File: config.mk
export PLATFORM = sky130hd
export DESIGN_NAME = approx_mult_seq_ctrl
export DESIGN_NICKNAME = d
export VERILOG_FILES = /design/src/rtl/approx_mult_seq_ctrl.sv
export SDC_FILE = /design/constraint.sdc
export NUM_CORES = 1
export LEC_CHECK = 0
export ABC_AREA = 1
export BUFFER_PORTS_ARGS = -buffer_cell sky130_fd_sc_hd__buf_2
export CORE_UTILIZATION = 45
export CTS_CLUSTER_SIZE = 20
export DETAILED_ROUTE_END_ITERATION = 16
export MAX_ROUTING_LAYER = met4
export PLACE_DENSITY = 0.69
export SLEW_MARGIN = 25
export SYNTH_ARGS = -nofsm -noshare
export SYNTH_HDL_FRONTEND = slang
export SYNTH_SLANG_ARGS = --single-unit
export TNS_END_PERCENT = 5
File: constraint.sdc
create_clock -name clk -period 5.9 [get_ports clk]
set_input_delay 0.295 -clock clk [delete_from_list [all_inputs] [get_ports clk]]
set_output_delay 0.295 -clock clk [all_outputs]
set_load 0.02 [all_outputs]
File: src/rtl/approx_mult_seq_ctrl.sv
// rtl/approx_mult_seq_ctrl.sv - sequential shift-add multiplier with optional approximate low adder cells
//
// Purpose:
//   Takes one unsigned operand pair per transaction and walks the multiplier
//   one bit per cycle. Each set bit adds the shifted multiplicand into a
//   2*WIDTH accumulator. When approx_mode is set at accept, the low
//   APPROX_LSBS adder cells are approximate: their carry is kept and their sum
//   is forced to ~carry. The block also drives clock-gate enables so the
//   accumulator and operand registers toggle only when they need to.
//
// Configuration:
//   ZERO_SKIP_EN - when defined, CALC also ends on the edge where the shifted
//                  multiplier becomes zero. Results are unchanged; only the
//                  latency drops.
//
// Ports:
//   clk          in   rising-edge clock
//   rst_n        in   asynchronous active-low reset
//   start_valid  in   request valid
//   start_ready  out  high only in IDLE
//   a            in   multiplicand, sampled at accept
//   b            in   multiplier, sampled at accept
//   approx_mode  in   1 = approximate low cells, sampled at accept
//   result       out  accumulator value, final product while result_valid
//   result_valid out  high in DONE
//   result_ready in   consumer handshake that leaves DONE
//   busy         out  state != IDLE
//   cg_en_acc    out  accumulator clock-gate enable
//   cg_en_op     out  operand/count register clock-gate enable

module approx_mult_seq_ctrl #(
  parameter int WIDTH       = 8,
  parameter int APPROX_LSBS = 4
) (
  input  logic                 clk,
  input  logic                 rst_n,
  input  logic                 start_valid,
  output logic                 start_ready,
  input  logic [WIDTH-1:0]     a,
  input  logic [WIDTH-1:0]     b,
  input  logic                 approx_mode,
  output logic [2*WIDTH-1:0]   result,
  output logic                 result_valid,
  input  logic                 result_ready,
  output logic                 busy,
  output logic                 cg_en_acc,
  output logic                 cg_en_op
);

  localparam int CNT_W = (WIDTH > 1) ? $clog2(WIDTH) : 1;
  localparam logic [CNT_W-1:0] LAST_CNT = CNT_W'(WIDTH - 1);

  typedef enum logic [1:0] {
    IDLE = 2'd0,
    CALC = 2'd1,
    DONE = 2'd2
  } state_t;

  state_t               state_q, state_d;
  logic [2*WIDTH-1:0]   acc_q, acc_d;
  logic [2*WIDTH-1:0]   mcand_q, mcand_d;
  logic [WIDTH-1:0]     mplier_q, mplier_d;
  logic [CNT_W-1:0]     count_q, count_d;
  logic                 mode_q, mode_d;

  logic                 accept;
  logic                 last_step;
  logic [WIDTH-1:0]     mplier_shift;
  logic [2*WIDTH-1:0]   add_sum;

  // Ripple adder; carry-out of the MSB is dropped. Approximate cells keep the
  // exact carry chain so the error stays confined to the low sum bits.
  function automatic logic [2*WIDTH-1:0] add_cells(
    input logic [2*WIDTH-1:0] x,
    input logic [2*WIDTH-1:0] y,
    input logic               approx
  );
    logic [2*WIDTH-1:0] s;
    logic               c;
    logic               co;
    s = '0;
    c = 1'b0;
    for (int i = 0; i < 2*WIDTH; i++) begin
      co = (x[i] & y[i]) | (x[i] & c) | (y[i] & c);
      if (approx && (i < APPROX_LSBS)) begin
        s[i] = ~co;
      end else begin
        s[i] = x[i] ^ y[i] ^ c;
      end
      c = co;
    end
    return s;
  endfunction

  // mcand_q holds the multiplicand already shifted by count, so the adder
  // operand is always mcand_q directly.
  assign add_sum      = add_cells(acc_q, mcand_q, mode_q);
  assign accept       = start_valid & (state_q == IDLE);
  assign mplier_shift = mplier_q >> 1;

`ifdef ZERO_SKIP_EN
  assign last_step = (count_q == LAST_CNT) | (mplier_shift == '0);
`else
  assign last_step = (count_q == LAST_CNT);
`endif

  always_comb begin
    state_d  = state_q;
    acc_d    = acc_q;
    mcand_d  = mcand_q;
    mplier_d = mplier_q;
    count_d  = count_q;
    mode_d   = mode_q;
    case (state_q)
      IDLE: begin
        if (accept) begin
          state_d  = CALC;
          acc_d    = '0;
          mcand_d  = {{WIDTH{1'b0}}, a};
          mplier_d = b;
          count_d  = '0;
          mode_d   = approx_mode;
        end
      end
      CALC: begin
        if (mplier_q[0]) begin
          acc_d = add_sum;
        end
        mcand_d  = mcand_q << 1;
        mplier_d = mplier_shift;
        count_d  = count_q + CNT_W'(1);
        if (last_step) begin
          state_d = DONE;
        end
      end
      DONE: begin
        if (result_ready) begin
          state_d = IDLE;
        end
      end
      default: state_d = IDLE;
    endcase
  end

  always_ff @(posedge clk or negedge rst_n) begin
    if (!rst_n) begin
      state_q  <= IDLE;
      acc_q    <= '0;
      mcand_q  <= '0;
      mplier_q <= '0;
      count_q  <= '0;
      mode_q   <= 1'b0;
    end else begin
      state_q  <= state_d;
      acc_q    <= acc_d;
      mcand_q  <= mcand_d;
      mplier_q <= mplier_d;
      count_q  <= count_d;
      mode_q   <= mode_d;
    end
  end

  assign start_ready  = (state_q == IDLE);
  assign busy         = (state_q != IDLE);
  assign result_valid = (state_q == DONE);
  assign result       = acc_q;
  assign cg_en_acc    = (state_q == CALC) & mplier_q[0];
  assign cg_en_op     = accept | (state_q == CALC);

endmodule

After elaboration in Yosys (flattened, before gate mapping)
Cells that the tools add are included.
{"block": "word_totals", "register_bits": 46, "elab_cells": 147}
{"block": "op_classes", "addsub": 1, "eq_ne": 7, "muxes": 17, "bitwise_logic": 109, "n_reduce_logical": 7}
{"operator": "$pmux W16 S2", "n": 2}
{"operator": "$mux W16", "n": 3}
{"operator": "$and A1 B1 Y1", "n": 45}
{"operator": "$xor A1 B1 Y1", "n": 31}
{"operator": "$or A1 B1 Y1", "n": 29}
{"operator": "$pmux W8 S2", "n": 1}
{"operator": "$mux W8", "n": 1}
{"operator": "$mux W2", "n": 3}
{"operator": "$pmux W2 S3", "n": 1}
{"operator": "$pmux W3 S2", "n": 1}
{"operator": "$reduce_and A3 Y1", "n": 2}
{"operator": "$mux W1", "n": 4}
{"operator": "$ne A2 B1 Y1 const B", "n": 2}
{"operator": "$ne A2 B2 Y1 const B", "n": 2}
{"operator": "$not A1 Y1", "n": 4}
{"operator": "$reduce_and A2 Y1", "n": 2}
{"operator": "$reduce_bool A2 Y1", "n": 2}
{"operator": "$add A3 B1 Y3 const B", "n": 1}
{"operator": "$eq A3 B3 Y1 const B", "n": 1}
{"operator": "$mux W3", "n": 1}
{"operator": "$eq A2 B1 Y1 const B", "n": 1}
{"operator": "$eq A2 B2 Y1 const B", "n": 1}
{"operator": "$logic_not A2 Y1", "n": 1}

Depth between registers and ports, before layout
Gate-level depths: netlist of the first run.
{"block": "depth", "ltp_word": 46, "depth_mapped": 22, "ltp_nobuf": 22}

Worst setup path before layout of the first run
OpenSTA, ideal clock, no wires.
{"block": "synth_timing", "kind": "flip-flop to flip-flop", "from": "register acc_q[0], in the netlist result[0]", "to": "register acc_q[15], in the netlist result[15]", "setup_time_ns": 0.118, "arrival_ns": 5.745, "required_time_ns": 5.782, "path_slack_ns": 0.038, "path_stages_with_launch": 23, "path_cell_list": "dfrtp_1 -> ha_1 -> fa_1 -> fa_1 -> fa_1 -> inv_1 -> fa_1 -> fa_1 -> fa_1 -> fa_1 -> fa_1 -> fa_1 -> fa_1 -> fa_1 -> fa_1 -> fa_1 -> fa_1 -> inv_1 -> nand2_1 -> nand2_1 -> nand2_1 -> nand3_1 -> nand2_1"}
{"block": "synth_via", "elab_chain_cells": 46, "elab_cells_between_ends": 60}
{"element": "start: declaration", "line": "60", "rtl": "logic [2*WIDTH-1:0] acc_q, acc_d;"}
{"element": "start signal: assignment", "line": "148", "rtl": "acc_q <= '0;"}
{"element": "start signal: assignment", "line": "155", "rtl": "acc_q <= acc_d;"}
{"element": "$and A1 B1 Y1 (*)", "line": "84", "rtl": "co = (x[i] & y[i]) | (x[i] & c) | (y[i] & c);"}
{"element": "$and A1 B1 Y1", "line": "84"}
{"element": "$or A1 B1 Y1", "line": "84"}
{"element": "$or A1 B1 Y1 (*)", "line": "84"}
{"element": "$and A1 B1 Y1", "line": "84"}
{"element": "$or A1 B1 Y1", "line": "84"}
{"element": "$or A1 B1 Y1 (*)", "line": "84"}
{"element": "$and A1 B1 Y1", "line": "84"}
{"element": "[30 not listed]"}
{"element": "$or A1 B1 Y1", "line": "84"}
{"element": "$or A1 B1 Y1 (*)", "line": "84"}
{"element": "$and A1 B1 Y1", "line": "84"}
{"element": "$or A1 B1 Y1", "line": "84"}
{"element": "$or A1 B1 Y1 (*)", "line": "84"}
{"element": "$xor A1 B1 Y1 (*)", "line": "88", "rtl": "s[i] = x[i] ^ y[i] ^ c;"}
{"element": "$mux W16 (*)", "line": "126", "rtl": "if (mplier_q[0]) begin"}
{"element": "$pmux W16 S2 (*)", "line": "114", "rtl": "case (state_q)"}
Every way passes the cells marked *; elsewhere a longest branch is shown, timed or not. The select of a mux whose other input is x is not followed.
A chain may end at the register's enable or synchronous reset.

Worst setup path in the final report of the first run
Ends and elaborated chain as after synthesis.

==> results summary, run 1 <==
The flow ran to the end, and the final reports show no timing, DRC or antenna violations. The number of levels the H-tree was split into came out at 2. The width of the die is 76.6 microns. The worst-case reg-to-reg path depth came out at 22. The number of antenna diodes in the final layout is 0. The final number of setup-violating endpoints came out at 0. The number of pins exceeding their max-slew limit in the final report came out at 0. The number of global-route vias before repair came out at 1848.

The overall die area is 5870 sq um. The static leakage came out at 1.53 nW. The initial core utilization came out at 47.8%.

The number of cells on the worst hold path is 2. The worst setup path is launched from a flop. The wire length of the first global-routing pass is 8730 microns. The count of clock tree sinks is 46. In this run the clock root is driven by a clkbuf_8.

For this run, the register share of the synthesized area comes to 46.0%. Summing over every cut layer, the via total after detailed routing is 1973. The fraction of layout instances using a drive strength above 1 is 21.8%. In this run the worst hold path is classified as in2reg. The synthesized net count came out at 329.

Counting every instance in the synthesized netlist gives 291. In this run the standard cell core region covers 5240 sq um. Across all register-to-register paths, the minimum setup slack is 0.16 ns. After detailed routing, the total wire length is 4950 microns.

The clock tree from TritonCTS is yes. The post-layout net count is 368. The post-layout worst setup margin came out at 0.162 ns.

The end of the worst hold path is state_q[1]$_DFFE_PN0P_. The max-cap check violation count is 0. The placer congestion estimate is 0.770.

After detailed placement, the total cell area comes to 2730 sq um. The critical path is of the reg2reg type. The post-placement worst setup slack is -0.0902 ns. The setup skew after layout is 0.00616 ns.

The clock input transition at the sequential cells of the worst setup and hold paths is 0.09 ns. The remaining number of nets flagged by the antenna check after routing is 0. In this run, distinct cell masters in the synthesized netlist total 20.

The clock reaches the later pin of the worst-skew pair after 0.29 ns. In the final routed layout, each cell accounts on average for 12.4 microns. During placement, the flow inserted port buffers numbering 41. After synthesis the cells add up to 2500 sq um. The startpoint identified for the worst register-to-register timing path is result[0]$_DFFE_PN0P_.

The clock buffer count from CTS is 5. The number of remaining DRC errors came out at 0. The synthesis-to-finish area growth came out at 15.3%. The capture instance of the worst register-to-register path is result[15]$_DFFE_PN0P_. The yosys synthesis warning count came out at 0. The first detailed-routing pass took 5 iterations. The worst hold path begins at result_ready. The worst setup path is captured at a flop.

The number of hold-slack violations in the final timing report is 0. The number of primary I/O pins is 42. The critical path arrival is 5.93 ns. The mean area per synthesized cell came out at 8.61 sq um.

The finished layout cell area came out at 2890 sq um. The maximum number of pins on one net before global-route repair came out at 33. For this run, the total global-route usage over all layers was measured as 19.4%. The final HPWL from detailed placement came out at 3410 microns.

The iteration-0 DRC count of the detailed router came out at 105. The power density over the cells is 536 nW/um^2. The worst path uses 97.3% of the clock period.

The remaining global-route overflow came out at 0. The average via count per standard cell came out at 4.93. The clock passes through at most 2 buffers.

Setup repair after global routing left no endpoint under its margin. The initialized floorplan defines 26 standard-cell rows. The die is 76.6 microns tall.

The worst-case headroom to the max-slew limit is 45.9%. The worst hold slack after final layout is 0.192 ns. At the pin with the least slew margin, the transition time is 0.812 ns. The maximum fanout count along the critical path came out at 2. The clock period minus worst slack came out at 5.74 ns.

Timing would allow up to 0.174 GHz. For the worst setup path, the data required time is 6.09 ns. The initial antenna violation count is 0. The count of state elements after synthesis came out at 46. The worst IR drop on VDD came out at 0.271 mV.
[critical path, cell delays in order (launching register included)]
cell and delay (ns):
dfrtp_1 0.36, ha_2 0.20, fa_2 0.23, fa_2 0.23, fa_2 0.20, inv_1 0.05, fa_2 0.34, fa_1 0.38
fa_2 0.35, fa_1 0.39, fa_2 0.34, fa_1 0.38, fa_1 0.39, fa_2 0.36, fa_2 0.35, fa_2 0.35
fa_1 0.38, inv_1 0.07, nand2_1 0.06, nand2_1 0.06, nand2_1 0.05, nand3_1 0.06, nand2_1 0.05
[final cells by class]
cell class              instances  area (sq um)
multi-input cells             189          1120
clock buffers                   6          82.6
clock inverters                 1          30.0
flip-flops and latches         46          1150
well taps                      70          87.6
fillers                       466          2350
repair buffers                 46           258
inverters                      42           158
[metal layers]
layer | vias to the layer above | share of wire, % | GRT usage, %
met5 | - | 0 | -
met2 | 35 | 48 | 30.0
li1 | 984 | - | -
met4 | 0 | 0.89 | 5.38
met1 | 949 | 47 | 26.2
met3 | 5 | 3.8 | 3.71
[per-stage QoR]
stage	total power (W)	instances	utilization [%]	setup TNS (ns)
global placement	0.00128	389	51.7	0
finish	0.00155	400	55.2	0
floorplan	0.00114	291	-	0
CTS	0.00156	399	54.8	0
detailed placement	0.00131	390	52.1	-0.115
global route	0.00172	400	55.2	0
[where the power goes]
part | switching (W) | leakage, nW | internal, W
Sequential | 0.000109 | 0.594 | 0.000448
Combinational | 0.000487 | 0.880 | 0.000267
Clock | 0.000103 | 0.0573 | 0.000136
[worst max path at each step]
stage / start / endpoint / cells after the start
floorplan: result[0]$_DFFE_PN0P_ / result[15]$_DFFE_PN0P_ / 22
global placement: mcand_q[0]$_DFFE_PN0P_ / result[15]$_DFFE_PN0P_ / 22
detailed placement: mcand_q[0]$_DFFE_PN0P_ / result[15]$_DFFE_PN0P_ / 22
CTS: result[0]$_DFFE_PN0P_ / result[15]$_DFFE_PN0P_ / 22
global route: mcand_q[0]$_DFFE_PN0P_ / result[15]$_DFFE_PN0P_ / 22
finish: result[0]$_DFFE_PN0P_ / result[15]$_DFFE_PN0P_ / 22
[sequential cells by signal, indices dropped and copies added, names as in the netlist]
signal and flops:
count_q 3, mplier_q 8, mcand_q 16, result 16
mode_q 1, state_q 2
[cells in the mapped netlist]
cell type / count / share of area (%)
o21ai_2: 1 / 0.35
nand3_1: 10 / 2.0
nand4_1: 11 / 2.7
nand2_1: 109 / 16
clkbuf_1: 3 / 0.45
o31ai_1: 1 / 0.30
buf_4: 3 / 0.90
buf_6: 4 / 1.8
o22ai_1: 8 / 2.0
nand2_2: 1 / 0.25
nor2_4: 2 / 0.90
ha_1: 3 / 1.5
fa_1: 14 / 11
buf_2: 4 / 0.80
nand2_4: 3 / 1.3
nor2_1: 6 / 0.90
inv_2: 3 / 0.45
dfrtp_1: 46 / 46
o21ai_0: 20 / 4.0
inv_1: 39 / 5.8
[placed cells by master, fill, tap and decap left out]
cell type and n:
buf_12 1, ha_1 2, fa_1 5, dfrtp_1 46, buf_2 41, nand2_2 1
nand2_1 109, nor2_1 6, nor2_4 2, inv_2 3, inv_1 39, o22ai_1 8
o21ai_0 20, nand4_1 11, ha_2 1, o21ai_2 1, bufinv_16 1, dlygate4sd3_1 1
o31ai_1 1, nand2_4 3, clkbuf_8 6, buf_4 3, fa_2 9, nand3_1 10
[kinds of logic (layout without fill, tap and decap cells)]
family	Yosys count	in the layout	synth area share, %
AOI/OAI and AO/OA	30	30	6.64
adders and majority gates	17	17	12.7
buffers and inverters	56	95	10.2
DFF	46	46	46.0
and+or+nand+nor	142	142	24.5
[repair_timing]
item	4_1_cts	5_1_grt
setup endpoints to repair	2	2
resized for setup	5	5
hold buffers	1	0
buffers inserted	1	1
pin swaps	0	3
endpoints found under the hold margin	16	0
No activity file was read; power rests on OpenSTA's default activity.
==> run 2: changes to the inputs <==
- CORE_UTILIZATION: 45 -> 35
- PLACE_DENSITY: 0.69 -> unset
==> results summary, run 2 (synthesis gave the netlist of run 1 again) <==
The remaining number of nets flagged by the antenna check after routing came to 0 (unchanged). The total wire length is 5090 microns (+2.8%). The worst stage delay on the critical path was 0.52 ns (+0.13 ns). The overall die area is 7500 sq um (+28%).

STA classifies the critical path startpoint as a flop. The clock input transition at the sequential cells of the worst setup and hold paths came to 0.09 ns (about the same). The setup TNS after final layout is 0 ns (unchanged). The maximum number of pins on one net before global-route repair came out at 47 (+42%). The combinational power share came to 50.0% (+1.3 points). The pin slew with the least headroom to its limit came out at 0.846 ns (+0.0336 ns).

The fraction of power spent switching nets is 46.4% (+1.4 points). The filler cell count in the final layout came out at 685 (+47%). Among the stages of the critical path, the cell type that occurs most often is fa_2. The highest attainable clock frequency is 0.175 GHz (+0.40%). The final HPWL from detailed placement came out at 3430 microns (+0.69%). The count of TritonRoute iterations in the first routing pass is 4 (-1).

The global-route usage over all layers was 15.4% (-4.1 points). The initial antenna violation count is 0 (unchanged). The via count of the routed design came to 1952 (-1.1%). The worst-case clock buffer depth is 2 (unchanged). The antenna diode instance count is 0 (unchanged). The maximum fanout count along the critical path came to 2 (unchanged).

The final number of setup-violating endpoints is 0 (unchanged). The portion of total power attributed to the clock network came to 13.4% (-2.0 points). The clock period minus worst slack came out at 5.72 ns (-0.0228 ns). The placement-stage cell area came out at 2750 sq um (+0.83%). The number of pins exceeding their max-slew limit in the final report is 0 (unchanged). The slowest stage cell on the critical path is fa_2. The endpoint identified for the worst register-to-register timing path is result[14]$_DFFE_PN0P_. The switching power of the nets is 0.000705 W (+1.0%). The flow ran to the end, but the final reports show violations. The share of total power in sequential cells was 36.7% (+0.8 points).

The tree is rooted in a clkbuf_8. The post-layout net count was 368 (unchanged). The clock buffer count from CTS came to 5 (unchanged). The final worst-path cycle share came out at 96.9% (-0.39 points). Among cell families on the critical path, the largest total delay comes from adder cells. The max-cap check violation count is 0 (unchanged). The number of remaining DRC errors came out at 0 (unchanged). The clock insertion delay at the later pin of the skew report was 0.30 ns (about the same). The power density over the cells came to 525 nW/um^2 (-2.1%). The worst-case headroom to the max-slew limit came out at 43.6% (-2.2 points). The sum of buffers and inverters on the critical path is 2 (unchanged).

The internal power was 0.000813 W (-4.4%). The area inside the core boundary came out at 6870 sq um (+31%). The mean routed wirelength per cell is 11.9 microns (-3.7%). From synthesis to final layout, the design area changed by 15.5%. Leaving out fill and tap cells, the most frequent cell in the layout is nand2_1. The number of hold-slack violations in the final timing report is 6 (+6).

The register-to-register setup slack is 0.18 ns (+0.02 ns). The worst IR drop on VDD came out at 0.187 mV (-31%). The remaining global-route overflow came to 0 (unchanged). The number of primary I/O pins is 42 (unchanged). The type of the tightest min-delay check is in2async. The fraction of layout instances using a drive strength above 1 was 22.7% (+0.84 points).

The number of global-route vias before repair is 1821 (-1.5%). The static leakage was 1.52 nW (-0.81%). The total number of placement rows is 30 (+15%).

The clock tree from TritonCTS is yes. The finished layout cell area came out at 2890 sq um (+0.17%). In the layout the commonest cells are nand2_1 (109), dfrtp_1 (46), buf_2 (40). The initial core utilization came out at 36.5% (-11 points). The startpoint identified for the worst register-to-register timing path is mcand_q[0]$_DFFE_PN0P_.

Setup repair after global routing left no endpoint under its margin. Traced cell by cell, the critical path runs through ha_2, fa_2, fa_2, fa_2, inv_1, fa_2, fa_2, fa_1, fa_2, fa_1, fa_2, fa_2, fa_1, fa_1, fa_2, fa_2, inv_1, nand4_1, o21ai_0. The worst setup path is captured at a flop. The worst-case reg-to-reg path depth is 19 (-14%). The worst hold slack after final layout came out at -0.00937 ns (-0.201 ns). The placer congestion estimate is 0.774 (+0.42%).

The die height is 86.6 microns (+13%). By startpoint and endpoint, the worst setup path is classified as reg2reg. The critical path arrival is 5.89 ns (-0.04 ns).

The average via count per standard cell is 4.57 (-7.3%). The wire length of the first global-routing pass was 8680 microns (-0.55%). The worst path required time came out at 6.08 ns (about the same).

The checks that failed: negative hold slack. The number of levels the H-tree was split into is 2 (unchanged). The quantity of I/O buffers inserted on ports came out at 41 (unchanged). The count of clock tree sinks came out at 46 (unchanged). The width of the die came out at 86.6 microns (+13%). The setup skew after layout is 0.00661 ns (+0.000453 ns). The iteration-0 DRC count of the detailed router is 91 (-13%).
==> run 2: changes by cell type in the layout (fill, tap and decap cells not counted), sizes merged <==
| cell | change |
|---|---|
| clkinvlp | +1 |
| bufinv | -1 |
| buf | +1 |
| clkinv | +1 |
| dlygate4sd3 | -1 |
==> run 2: layer usage <==
| layer | routed length [microns] | global-route usage [%] | share of wire, % |
|---|---|---|---|
| met2 | 2510 | 25.1 | 49 |
| met1 | 2360 | 19.3 | 46 |
| met4 | 48 | 4.55 | 0.94 |
| met3 | 171 | 3.14 | 3.4 |
| met5 | 0 | - | 0 |
==> run 2: per-stage QoR <==
| stage | hold slack, ns | utilization [%] | power [W] | setup slack, ns | std cells |
|---|---|---|---|---|---|
| detailed placement | 0.348 | 40.0 | 0.00131 | -0.0237 | 416 |
| global placement | 0.459 | 40.0 | 0.00129 | 0.0365 | 416 |
| finish | -0.00937 | 42.1 | 0.00152 | 0.185 | 427 |
| floorplan | -0.000591 | - | 0.00114 | 0.0375 | 291 |
| CTS | 0.0211 | 41.7 | 0.00153 | 0.00241 | 425 |
| global route | 0.0353 | 42.1 | 0.00169 | 0.00595 | 427 |
==> run 2: final cells by class <==
cell class	count	area, sq um	area share (%)
clock inverters	2	12.5	0.432
well taps	96	120	4.15
clock buffers	6	82.6	2.85
repair buffers	46	245	8.47
inverters	42	158	5.45
multi-input cells	189	1120	38.9
flip-flops and latches	46	1150	39.8
==> run 2: power groups by stage <==
stage / Sequential (W) / Clock (W) / Combinational (W)
after CTS: 0.000557 / 0.000210 / 0.000761
after floorplan: 0.000571 / 0 / 0.000574
final: 0.000557 / 0.000203 / 0.000759
after detailed placement: 0.000563 / 0 / 0.000750
after global placement: 0.000558 / 0 / 0.000730
after global routing: 0.000578 / 0.000222 / 0.000887
==> run 2: how the worst max path moves through the flow <==
stage                           start                     end  depth (start not counted)
2_1_floorplan   result[0]$_DFFE_PN0P_  result[15]$_DFFE_PN0P_                         22
3_3_place_gp    result[0]$_DFFE_PN0P_  result[15]$_DFFE_PN0P_                         22
3_5_place_dp    result[0]$_DFFE_PN0P_  result[15]$_DFFE_PN0P_                         22
4_1_cts        mcand_q[0]$_DFFE_PN0P_  result[15]$_DFFE_PN0P_                         22
5_1_grt         result[0]$_DFFE_PN0P_  result[14]$_DFFE_PN0P_                         19
6_report       mcand_q[0]$_DFFE_PN0P_  result[14]$_DFFE_PN0P_                         19
==> run 2: timing repair <==
action	4_1_cts	5_1_grt
gates cloned	0	0
buffers inserted	1	2
setup endpoints to repair	2	2
gates resized for setup	6	5
pin swaps	2	1
hold buffers	0	0
==> run 3: changes to the inputs <==
- GPL_ROUTABILITY_DRIVEN: unset -> 0
- clock period: 5.9 -> 7.16 ns (I/O delays scaled with it)
==> results summary, run 3 (synthesis gave the netlist of run 1 again) <==
The antenna diode instance count came to 0 (unchanged). The total wire length is 5170 microns (+1.6%). The type of element launching the critical path is a flop. The library cell used most frequently in the layout, excluding fill and tap cells, is nand2_1. The final cell count without fillers is 422 (-1.2%). The number of global-route vias before repair came out at 1879 (+3.2%). The worst-case clock buffer depth came to 2 (unchanged).

The remaining number of nets flagged by the antenna check after routing came out at 0 (unchanged). The average via count per standard cell is 4.52 (-1.2%). The fraction of layout instances using a drive strength above 1 came out at 17.8% (-4.9 points). The clock period minus worst slack came out at 6.05 ns (+0.333 ns). The highest attainable clock frequency is 0.165 GHz (-5.5%). The critical path arrival is 6.24 ns (+0.35 ns).

The worst-case reg-to-reg path depth came to 22 (+3). The share of total power in sequential cells is 37.4% (+0.7 points). The type of the tightest min-delay check is in2async.

The static leakage came to 1.50 nW (-1.3%). The internal power was 0.000655 W (-19%). The die height came to 86.6 microns (unchanged). The synthesis-to-finish area growth came out at 12.8%. Setup repair after global routing left no endpoint under its margin.

The pin slew with the least headroom to its limit is 0.817 ns (-0.0288 ns). The slowest stage of the critical path belongs to the cell fa_1. The overall die area came to 7500 sq um (unchanged). The fraction of power spent switching nets came out at 46.7% (+0.27 points).

The setup TNS after final layout is 0 ns (unchanged). The wire length of the first global-routing pass is 8950 microns (+3.1%). The portion of total power attributed to the clock network is 13.3% (about the same). The mean routed wirelength per cell is 12.2 microns (+2.8%). The placement-stage cell area is 2730 sq um (-0.55%).

The switching power of the nets is 0.000574 W (-19%). The number of buffers added for setup after CTS is 0 (-1). The total number of placement rows is 30 (unchanged). The maximum number of pins on one net before global-route repair is 47 (unchanged). The total area of multi-input combinational cells is 1100 sq um (-2.4%). The root buffer cell is clkbuf_8. The final core utilization came out at 41.1% (-1.0 points).

The post-placement worst setup slack came out at 1.10 ns (+1.13 ns). The signal on the critical path passes through ha_1, fa_1, fa_1, fa_1, inv_1, fa_1, fa_1, fa_1, fa_1, fa_1, fa_1, fa_1, fa_1, fa_1, fa_1, fa_1, inv_1, nand2_1, nand2_1, nand2_1, nand3_1, nand2_1. The final worst-path cycle share was 84.5% (-12 points).

TritonCTS built the clock tree. The number of primary I/O pins is 42 (unchanged). The area inside the core boundary came to 6870 sq um (unchanged).

The critical path in this run is classified as reg2reg. The flow ran to the end, and the final reports show no timing, DRC or antenna violations. The worst stage delay on the critical path is 0.41 ns (-0.11 ns). The iteration-0 DRC count of the detailed router is 105 (+15%). The finished layout cell area is 2830 sq um (-2.4%). The post-layout worst setup margin came out at 1.11 ns (+0.927 ns). The count of clock tree sinks is 46 (unchanged). The quantity of I/O buffers inserted on ports came to 41 (unchanged). The number of levels the H-tree was split into came out at 2 (unchanged).

The via count of the routed design came out at 1906 (-2.4%). The worst IR drop on VDD came out at 0.129 mV (-31%). The placed instance count came out at 414 (-0.48%).

The setup skew after layout is 0.00671 ns (+0.0000997 ns). STA classifies the critical path endpoint as a flop. By instance count, the cell type seen most on the critical path is fa_1. The clock input transition at the sequential cells of the worst setup and hold paths came to 0.08 ns (about the same).

The filler cell count in the final layout is 698 (+1.9%). The post-cts gate resize count is 0 (-6). The global-route usage over all layers came to 16.2% (+0.81 points). The maximum fanout count along the critical path was 3 (+1). Among cell families on the critical path, the largest total delay comes from adder cells.

The combinational power share came out at 49.3% (-0.7 points). The power density over the cells came out at 435 nW/um^2 (-17%). The final HPWL from detailed placement came out at 3550 microns (+3.3%). The number of remaining DRC errors is 0 (unchanged). The post-cts hold buffer count is 0 (unchanged). The remaining global-route overflow is 0 (unchanged). The library cells used most frequently in the layout, excluding fill and tap cells, are nand2_1 (109), dfrtp_1 (46), buf_2 (40).

The initial antenna violation count is 0 (unchanged). The area taken by flip-flops and latches came out at 1150 sq um (unchanged). The width of the die came out at 86.6 microns (unchanged). The number of hold-slack violations in the final timing report came out at 0 (-6). The post-layout net count is 363 (-1.4%).

The worst-case headroom to the max-slew limit came out at 45.5% (+1.9 points). The critical path depth in cells is 22 (+3). The clock insertion delay at the later pin of the skew report came to 0.30 ns (about the same).

The initial core utilization is 36.5% (unchanged). The worst path required time is 7.35 ns (+1.27 ns). The count of TritonRoute iterations in the first routing pass came to 4 (unchanged). The max-cap check violation count was 0 (unchanged). The final number of setup-violating endpoints is 0 (unchanged). The sum of buffers and inverters on the critical path is 2 (unchanged). The clock buffer count from CTS came out at 5 (unchanged). The number of pins exceeding their max-slew limit in the final report was 0 (unchanged).
-- run 3: area by class of cell --
class	count	area share, %
clock buffer	7	3.06
clock inverter	1	0.177
inverter	42	5.58
multi-input combinational	189	38.8
sequential	46	40.7
tap	96	4.25
timing repair buffer	41	7.35
-- run 3: power groups by stage --
stage          clock [W]  sequential, W  combinational [W]
3_3_place_gp           0       0.000461           0.000596
3_5_place_dp           0       0.000466           0.000615
5_1_grt         0.000183       0.000478           0.000706
4_1_cts         0.000172       0.000461           0.000617
2_1_floorplan          0       0.000470           0.000473
6_report        0.000164       0.000459           0.000606
-- run 3: stage by stage --
stage	hold slack, ns	power [W]
floorplan	0.0624	0.000943
global placement	0.459	0.00106
finish	0.0564	0.00123
CTS	0.0755	0.00125
global route	0.0996	0.00137
detailed placement	0.409	0.00108
-- run 3: layer usage --
layer | vias to the layer above | wire length (microns) | GRT usage (%)
li1 | 968 | - | -
met1 | 897 | 2450 | 20.0
met2 | 34 | 2510 | 26.1
met3 | 7 | 150 | 3.71
met4 | 0 | 63 | 5.76
met5 | - | 0 | -
-- run 3: path summary, 6_finish.rpt --
path	to	start	slack (ns)
max in group asynchronous	mcand_q[2]$_DFFE_PN0P_	rst_n	6.71
min	result[11]$_DFFE_PN0P_	rst_n	0.06
max	result[15]$_DFFE_PN0P_	mcand_q[0]$_DFFE_PN0P_	1.11
min reg2reg	count_q[1]$_DFFE_PN0P_	count_q[1]$_DFFE_PN0P_	0.48
min in group clk	state_q[1]$_DFFE_PN0P_	result_ready	0.26
max reg2reg	result[15]$_DFFE_PN0P_	mcand_q[0]$_DFFE_PN0P_	1.11
